File: config.mk
export PLATFORM = sky130hd
export DESIGN_NAME = cpu_scoreboard
export DESIGN_NICKNAME = d
export VERILOG_FILES = /design/src/rtl/cpu_scoreboard.sv
export SDC_FILE = /design/constraint.sdc
export NUM_CORES = 1
export LEC_CHECK = 0
export ABC_CLOCK_PERIOD_IN_PS = 6400
export BUFFER_PORTS_ARGS = -buffer_cell sky130_fd_sc_hd__buf_2
export CAP_MARGIN = 15
export CORE_MARGIN = 2
export CORE_UTILIZATION = 40
export CTS_CLUSTER_SIZE = 25
export DETAILED_ROUTE_END_ITERATION = 10
export PLACE_DENSITY = 0.63
export SYNTH_ARGS = -nofsm -noshare
export SYNTH_HDL_FRONTEND = slang
export SYNTH_SLANG_ARGS = --single-unit
File: constraint.sdc
create_clock -name i_clock -period 6.4 [get_ports i_clock]
set_input_delay 0 -clock i_clock [delete_from_list [all_inputs] [get_ports i_clock]]
set_output_delay 0 -clock i_clock [all_outputs]
set_load 0.05 [all_outputs]
File: src/rtl/cpu_scoreboard.sv
// Decode-stage scoreboard for long-latency destination registers.
// Holds a saturating 2-bit in-flight count per architectural register plus a global total.
module cpu_scoreboard #(
  parameter int MAX_OUTSTANDING = 8
) (
  input  logic       i_clock,
  input  logic       i_reset_n,
  input  logic       i_flush,
  input  logic       i_issue_valid,
  input  logic       i_issue_long,
  input  logic [4:0] i_issue_rd,
  output logic       o_issue_ready,
  input  logic       i_retire_valid,
  input  logic [4:0] i_retire_rd,
  input  logic [1:0] i_have_rs,
  input  logic [4:0] i_rs1,
  input  logic [4:0] i_rs2,
  output logic       o_stall,
  output logic [3:0] o_outstanding,
  output logic       o_underflow
);

  localparam logic [3:0] MAX_Q = 4'(MAX_OUTSTANDING);

  logic [1:0] pend [32];
  logic [3:0] total_q, total_d;
  logic       underflow_q, underflow_d;

  logic [1:0] issue_pend, retire_pend, rs1_pend, rs2_pend;
  logic       retire_hit, retire_ok, underflow_hit;
  logic       rs1_busy, rs2_busy;
  logic       fire;

  assign pend[0] = 2'd0;

  always_comb begin
    issue_pend    = pend[i_issue_rd];
    retire_pend   = pend[i_retire_rd];
    rs1_pend      = pend[i_rs1];
    rs2_pend      = pend[i_rs2];

    retire_hit    = i_retire_valid & (i_retire_rd != 5'd0);
    retire_ok     = retire_hit & (retire_pend != 2'd0) & ~i_flush;
    underflow_hit = retire_hit & (retire_pend == 2'd0) & ~i_flush;

    // A final retire of the source this cycle is forwardable, so it does not stall.
    rs1_busy = i_have_rs[0] & (i_rs1 != 5'd0) & (rs1_pend != 2'd0) &
               ~(retire_hit & (i_retire_rd == i_rs1) & (rs1_pend == 2'd1));
    rs2_busy = i_have_rs[1] & (i_rs2 != 5'd0) & (rs2_pend != 2'd0) &
               ~(retire_hit & (i_retire_rd == i_rs2) & (rs2_pend == 2'd1));

    o_stall       = ~i_flush & (rs1_busy | rs2_busy);
    o_issue_ready = (i_issue_rd == 5'd0) | ((total_q < MAX_Q) & (issue_pend != 2'd3));

    fire = i_issue_valid & i_issue_long & o_issue_ready & ~o_stall &
           (i_issue_rd != 5'd0) & ~i_flush;

    total_d = total_q;
    if (i_flush) begin
      total_d = 4'd0;
    end else if (fire & ~retire_ok) begin
      total_d = total_q + 4'd1;
    end else if (retire_ok & ~fire) begin
      total_d = total_q - 4'd1;
    end

    underflow_d = underflow_q | underflow_hit;
  end

  genvar gi;
  generate
    for (gi = 1; gi < 32; gi++) begin : g_pend
      logic [1:0] cnt_q, cnt_d;
      logic       inc, dec;

      always_comb begin
        inc   = fire & (i_issue_rd == 5'(gi));
        dec   = retire_ok & (i_retire_rd == 5'(gi));
        cnt_d = cnt_q;
        if (i_flush) begin
          cnt_d = 2'd0;
        end else if (inc & ~dec) begin
          cnt_d = cnt_q + 2'd1;
        end else if (dec & ~inc) begin
          cnt_d = cnt_q - 2'd1;
        end
      end

      always_ff @(posedge i_clock or negedge i_reset_n) begin
        if (!i_reset_n) begin
          cnt_q <= 2'd0;
        end else begin
          cnt_q <= cnt_d;
        end
      end

      assign pend[gi] = cnt_q;
    end
  endgenerate

  always_ff @(posedge i_clock or negedge i_reset_n) begin
    if (!i_reset_n) begin
      total_q     <= 4'd0;
      underflow_q <= 1'b0;
    end else begin
      total_q     <= total_d;
      underflow_q <= underflow_d;
    end
  end

  assign o_outstanding = total_q;
  assign o_underflow   = underflow_q;

endmodule
==> results of run 1 <==
## where the power goes
part	leakage [nW]	switching, mW	internal [mW]
Combinational	1.53	0.178	0.0718
Clock	0.141	0.202	0.307
Sequential	0.928	0.00920	0.430
Total	2.60	0.389	0.809
## logic make-up after synthesis
family          Yosys count  synth area share, %
fa+ha+maj                 3                0.692
flops                    67                 25.8
mux                      63                 17.1
xor+xnor                 62                 8.58
simple gates            305                 25.7
buf+inv                  88                 6.35
compound gates          147                 15.8
## Yosys cell counts (7+ instances only)
cell	number
o31ai_1	7
dfrtp_1	67
mux2i_1	18
or3_1	7
or4_1	10
nor2b_1	14
and2_1	8
nor3_1	36
inv_1	26
nor2_1	84
mux2_2	7
nand3_1	24
mux4_2	38
nor4_2	8
nor4_1	12
nand2_1	47
xor2_1	17
or2_2	8
o21ai_0	26
xnor2_1	44
a21oi_1	36
a31oi_1	8
nand2b_1	16
buf_2	24
clkbuf_1	26
## tightest hold or removal path, cell delays in order
cell and delay (ps):
buf_2 180, nand4_1 170, o32ai_1 130
## metrics by stage
step / utilization [%] / worst slack [ps] / std cells / power, mW / cell area, um2
after floorplan: - / 3150 / 735 / 0.625 / 6510
after global placement: 42.0 / 2030 / 928 / 0.687 / 6670
after detailed placement: 42.0 / 1970 / 928 / 0.692 / 6670
after CTS: 43.8 / 2260 / 943 / 1.20 / 6960
after global routing: 43.8 / 1870 / 943 / 1.24 / 6960
final: 43.8 / 2220 / 943 / 1.20 / 6960
## per-layer routing
layer	share of wire [%]	vias up	track usage, %
met2	44	405	40.3
li1	-	2677	-
met1	43	3088	38.8
met5	0	-	0
met4	2.5	0	9.90
met3	10	40	5.59
## final timing paths
kind | startpoint | end | slack, ps | depth (start not counted)
max reg2reg | g_pend[21].cnt_q[0] | o_outstanding[3] | 2220 | 14
max | g_pend[21].cnt_q[0] | o_outstanding[3] | 2220 | 14
min in group asynchronous | i_reset_n | g_pend[31].cnt_q[0] | 410 | 3
min reg2reg | o_underflow | o_underflow | 520 | 1
min | i_issue_rd[2] | g_pend[20].cnt_q[1] | 190 | 3
max in group asynchronous | i_reset_n | g_pend[10].cnt_q[1] | 5400 | 3
## state kept, by name (all words and copies together), names as in the netlist
register and cells:
g_pend.cnt_q 62, o_underflow 1, o_outstanding 4
## layout make-up
class,count,area [um2],share of cell area (%)
clock buffers,11,243,3.49
well taps,216,270,3.88
multi-input cells,580,4420,63.5
flip-flops and latches,67,1680,24.1
clock inverters,3,40.0,0.575
inverters,27,101,1.46
repair buffers,39,210,3.02
==> impl_metrics.csv, run 1 <==
group,metric,value,unit
status,outcome,"finished clean",
setup_path,cp.arrival,4440,ps
cts,holdBufCountCts,1,
synth,synth_edf_count,0,
synth,synth.area.top_cells,"dfrtp_1 26%, mux4_2 13%, xnor2_1 5.9%",
synth,ys.warnings.count,0,
setup_path,critical_path.max_stage_delay,610,ps
floorplanning,die-area,17300,um2
setup_path,worst_setup_path_end_kind,"flop",
flow_run,drv_cap,0,
sta,slew_violations,0,
sta,skew,12.4,ps
global_routing,grt-ovfl-total,0,
floorplanning,rows,46,
power,irDropWorstVdd,0.000140,V
setup_path,slowest_stage,"or3_1",
finish,drive_gt1_share,16.9,%
finish,syn2layout_area_growth,6.94,%
synth,ys.flop_type,"dfrtp_1",
setup_path,cp_top_family,"simple AND/OR/NAND/NOR gates",
synth,synthArstFlopShare,100,%
synth,synthCells,735,
routing,avgRoutedWirePerCell,24.1,um
global_routing,grtUsageTotal,27.1,%
synth,synth_nets,766,
floorplanning,core_area,15900,um2
cts,cts.repair.resized,0,
routing,antenna_left,0,
placed_design,portBuffers,34,
synth,synth.largest_area_cell,"dfrtp_1",
synth,ys_types,75,
power,p_per_area,172,nW/um2
cts,cts_buffer_depth,2,
cts,clk_pin_slew,60,ps
synth,synth_seq_area_share,25.8,%
routing,drt-initial-drc-count,657,
setup_path,crit_required,6660,ps
setup_path,cp-start-kind,"flop",
floorplanning,dieHeight,132,um
power,p_leak,2.60,nW
sta,final_hold_viol_count,0,
sta,setup-tns-final,0,ps
cts,clock-sinks,67,
setup_path,critPathMaxFanout,31,
sta,min_period,4180,ps
sta,holdWs,190,ps
sta,rsz0062_at_grt,"no",
cts,cts_made_buffers,9,
placed_design,gp_congestion,0.943,
sta,relSlewSlack,25.1,%
setup_path,path_buf_inv,1,
synth,syn_avg_cell_area,8.85,um2
floorplanning,io_pins,35,
cts,htreeDepth,3,
global_routing,antenna_found_initial,0,
synth,syn-cell-area,6510,um2
cts,cts_root_buffer,"clkbuf_16",
synth,ys_ff_latch,67,
global_routing,first_global_vias,6100,
worst_hold_path,hp-class,"in -> reg",
floorplanning,start_util,41.0,%
cts,clkLatencyLatePin,360,ps
placed_design,hpwl,16.2,mm
finish,n_fill_cell,1592,
sta,setup_viol,0,
sta,fin_crit_sh,65.3,%
routing,routed-via-count,6210,
synth,synth_top_area_share,25.8,%
routing,drcViolationCount,0,
setup_path,path_cells,"mux4_2 -> nor2b_1 -> a211oi_1 -> a211oi_1 -> o32ai_2 -> nand2_2 -> or3_1 -> ha_1 -> a21o_1 -> a21o_1 -> inv_1 -> nor4_1 -> o21a_1 -> nor3_1",
finish,layout_commonest_cell,"nor2_1",
cts,postCtsSetupBuffers,0,
routing,vias_per_cell,6.59,
finish,layout.nets,755,
sta,max_freq,239,MHz
finish,antennaDiodeCount,0,
global_routing,grt_pass1_wl,36.5,mm
floorplanning,die_x,132,um
setup_path,path_class,"reg -> reg",
routing,first_pass_iters,5,
sta,tightest_slew,1120,ps
global_routing,grt_max_degree,68,
routing,totalWireLength,22.7,mm
finish,final_cell_mix,"84 x nor2_1, 67 x dfrtp_1, 47 x nand2_1, 44 x xnor2_1, 38 x mux4_2",
cts,tritoncts,"yes",
Note: power is estimated with default switching activity, not from simulation.
==> inputs of run 2 (changes only) <==
--- a/config.mk
+++ b/config.mk
@@ -5,7 +5,8 @@
 export SDC_FILE = /design/constraint.sdc
 export NUM_CORES = 1
 export LEC_CHECK = 0
-export ABC_CLOCK_PERIOD_IN_PS = 6400
+export ABC_AREA = 1
+export ABC_CLOCK_PERIOD_IN_PS = 4200
 export BUFFER_PORTS_ARGS = -buffer_cell sky130_fd_sc_hd__buf_2
 export CAP_MARGIN = 15
 export CORE_MARGIN = 2
==> constraint.sdc (replaced) <==
create_clock -name i_clock -period 4.2 [get_ports i_clock]
set_input_delay 0 -clock i_clock [delete_from_list [all_inputs] [get_ports i_clock]]
set_output_delay 0 -clock i_clock [all_outputs]
set_load 0.05 [all_outputs]
==> run 2 against run 1 <==
Compared with the run above: register-to-register slack worse by 1000 ps; sequential cell count stayed put; critical path depth is 2 higher; cell area is 17% higher; setup slack worse by 1100 ps; clock-buffer cell count is 1 higher; critical endpoint is now g_pend[7].cnt_q[0]; global-route usage is 1.5 points higher; power is 99% higher; hold slack better by 10 ps; clock skew is 3.1 ps lower.
==> impl_metrics.csv, run 2 <==
group,metric,value,unit
status,outcome,"finished clean",
cts,tritoncts,"yes",
floorplanning,core_area,18800,um2
routing,routed-via-count,8728,
routing,antenna_left,0,
worst_hold_path,hp-class,"in -> reg",
synth,synth.area.top_cells,"dfrtp_1 22%, nand2_1 21%, nand3_1 9.7%",
synth,ys.warnings.count,0,
power,power,2.39,mW
synth,ys_ff_latch,67,
sta,max_freq,326,MHz
synth,synth_nets,1303,
setup_path,path_buf_inv,3,
setup_path,cp-start-kind,"input port",
sta,tightest_slew,943,ps
finish,n_fill_cell,2047,
cts,clk_pin_slew,60,ps
global_routing,grt_max_degree,68,
finish,final_cell_mix,"427 x nand2_1, 148 x nand3_1, 130 x inv_1, 97 x nor2_1, 70 x nand4_1",
setup_path,cp_top_family,"buffers and inverters",
placed_design,portBuffers,34,
routing,totalWireLength,28.4,mm
sta,final_hold_viol_count,0,
global_routing,antenna_found_initial,0,
cts,htreeDepth,3,
floorplanning,die-area,20300,um2
finish,layout.nets,1302,
routing,vias_per_cell,5.78,
setup_path,reg2regPathDepth,16,
setup_path,critPathMaxFanout,54,
sta,rsz0062_at_grt,"no",
routing,first_pass_iters,8,
synth,synthArstFlopShare,100,%
sta,setup_viol,0,
finish,antennaDiodeCount,0,
synth,syn-cell-area,7660,um2
flow_run,drv_cap,0,
sta,setup-tns-final,0,ps
setup_path,path_cells,"buf_2 -> inv_2 -> o21ai_0 -> o21ai_0 -> nor2_1 -> nor2_1 -> nor2_1 -> nand2_1 -> nand3_1 -> nand2_2 -> a21oi_4 -> buf_4 -> nand3_1 -> a21oi_1 -> nand2_1 -> o21ai_0",
sta,min_period,3070,ps
power,p_per_area,293,nW/um2
setup_path,rr_startpoint,"g_pend[19].cnt_q[0]",
global_routing,grt-ovfl-total,0,
floorplanning,die_x,142,um
setup_path,cp.arrival,3350,ps
synth,synth_seq_area_share,21.9,%
sta,slew_violations,0,
sta,holdWs,201,ps
finish,syn2layout_area_growth,6.29,%
power,p_leak,4.06,nW
worst_hold_path,min_from,"i_retire_valid",
placed_design,place_inst,1493,
synth,synth_top_area_share,21.9,%
sta,skew,9.31,ps
finish,top_register,"g_pend.cnt_q",
setup_path,r2r_slack,1170,ps
synth,yosysMostFrequentCell,"nand2_1",
cts,cts_buffer_depth,2,
cts,cts.repair.resized,0,
cts,clkLatencyLatePin,360,ps
floorplanning,rows,50,
setup_path,crit_required,4480,ps
routing,drcViolationCount,0,
synth,synth.largest_area_cell,"dfrtp_1",
floorplanning,start_util,40.8,%
synth,ys.flop_type,"dfrtp_1",
sta,relSlewSlack,37.1,%
synth,ys_top_cells_by_count,"427 x nand2_1, 148 x nand3_1, 130 x inv_1",
setup_path,worst_setup_path_end_kind,"flop",
cts,cts_root_buffer,"clkbuf_16",
placed_design,gp_congestion,1.07,
cts,cts_made_buffers,9,
setup_path,critical_path.max_stage_delay,710,ps
routing,avgRoutedWirePerCell,18.8,um
global_routing,grtUsageTotal,28.6,%
floorplanning,dieHeight,142,um
floorplanning,io_pins,35,
finish,fin_cells,1510,
finish,fin_util,43.4,%
sta,fin_crit_sh,73.1,%
setup_path,slowest_stage,"buf_2",
synth,synth_edf_count,0,
global_routing,first_global_vias,8119,
worst_hold_path,whs_endpoint,"o_underflow",
synth,syn_avg_cell_area,6.02,um2
synth,synthCells,1272,
cts,postCtsSetupBuffers,0,
setup_path,timing.rr.end,"g_pend[7].cnt_q[0]",
synth,ys_types,45,
power,irDropWorstVdd,0.000227,V
finish,largest_register_ffs,62,
finish,layout_commonest_cell,"nand2_1",
placed_design,hpwl,20.5,mm
cts,clock-sinks,67,
finish,drive_gt1_share,9.17,%
global_routing,grt_pass1_wl,44.5,mm
setup_path,path_class,"in -> reg",
worst_hold_path,whs_path_depth,4,
routing,drt-initial-drc-count,959,
## run 2: cell count changes after synthesis, moves of 24 or more
cell / previous run / this run
inv_1: 26 / 130
mux4_2: 38 / 0
nand2_1: 47 / 427
nand3_1: 24 / 148
nand4_1: 4 / 70
nor3_1: 36 / 12
o21ai_0: 26 / 55
xnor2_1: 44 / 3
xor2_1: 17 / 49
## run 2: power breakdown
part | switching [mW] | internal (mW)
Sequential | 0.123 | 0.708
Clock | 0.318 | 0.491
Combinational | 0.514 | 0.231
Total | 0.956 | 1.43
## run 2: routing by layer
layer  part of all wire [%]  track usage [%]
met5                      0                0
met4                    4.6             14.2
met3                    9.6             4.71
met2                     43             43.9
met1                     43             38.8
## run 2: kinds of logic (layout without fill, tap and decap cells)
| family | after synthesis | count (layout) | share of synthesized area (%) |
|---|---|---|---|
| xor gates and xnor gates | 52 | 52 | 5.95 |
| buffers and inverters | 203 | 207 | 12.3 |
| and+or+nand+nor | 787 | 787 | 46.9 |
| adders and majority gates | 3 | 3 | 0.588 |
| AOI/OAI and AO/OA | 160 | 160 | 12.3 |
| DFF | 67 | 67 | 21.9 |
## run 2: cell type report
cell class,instances,area [um2],area share [%]
well taps,234,293,3.60
clock buffers,12,256,3.15
inverters,143,547,6.72
multi-input cells,1002,5040,61.9
clock inverters,4,48.8,0.600
flip-flops and latches,67,1680,20.6
repair buffers,48,280,3.44
## run 2: repair_timing
item | CTS | global route
hold endpoints to repair | 67 | 0
hold buffers | 1 | 0
setup endpoints to repair | 0 | 0
## run 2: tightest hold or removal path: stages
cell and delay [ps]:
buf_2 110, o21ai_2 90, nor2_1 110, a21o_1 200
## run 2: how the worst max path moves through the flow
stage,cells after the start,endpoint,startpoint
2_1_floorplan,19,o_outstanding[3],g_pend[6].cnt_q[0]
3_3_place_gp,16,g_pend[7].cnt_q[0],i_rs2[0]
3_5_place_dp,16,g_pend[7].cnt_q[0],i_rs2[0]
4_1_cts,16,g_pend[7].cnt_q[0],i_rs2[0]
5_1_grt,16,g_pend[7].cnt_q[0],i_rs2[0]
6_report,16,g_pend[7].cnt_q[0],i_rs2[0]
## run 2: per-stage QoR
stage	area, um2	setup WS [ps]
4_1_cts	8140	1220
6_report	8140	1130
5_1_grt	8140	732
2_1_floorplan	7660	1700
3_5_place_dp	7820	847
3_3_place_gp	7820	923
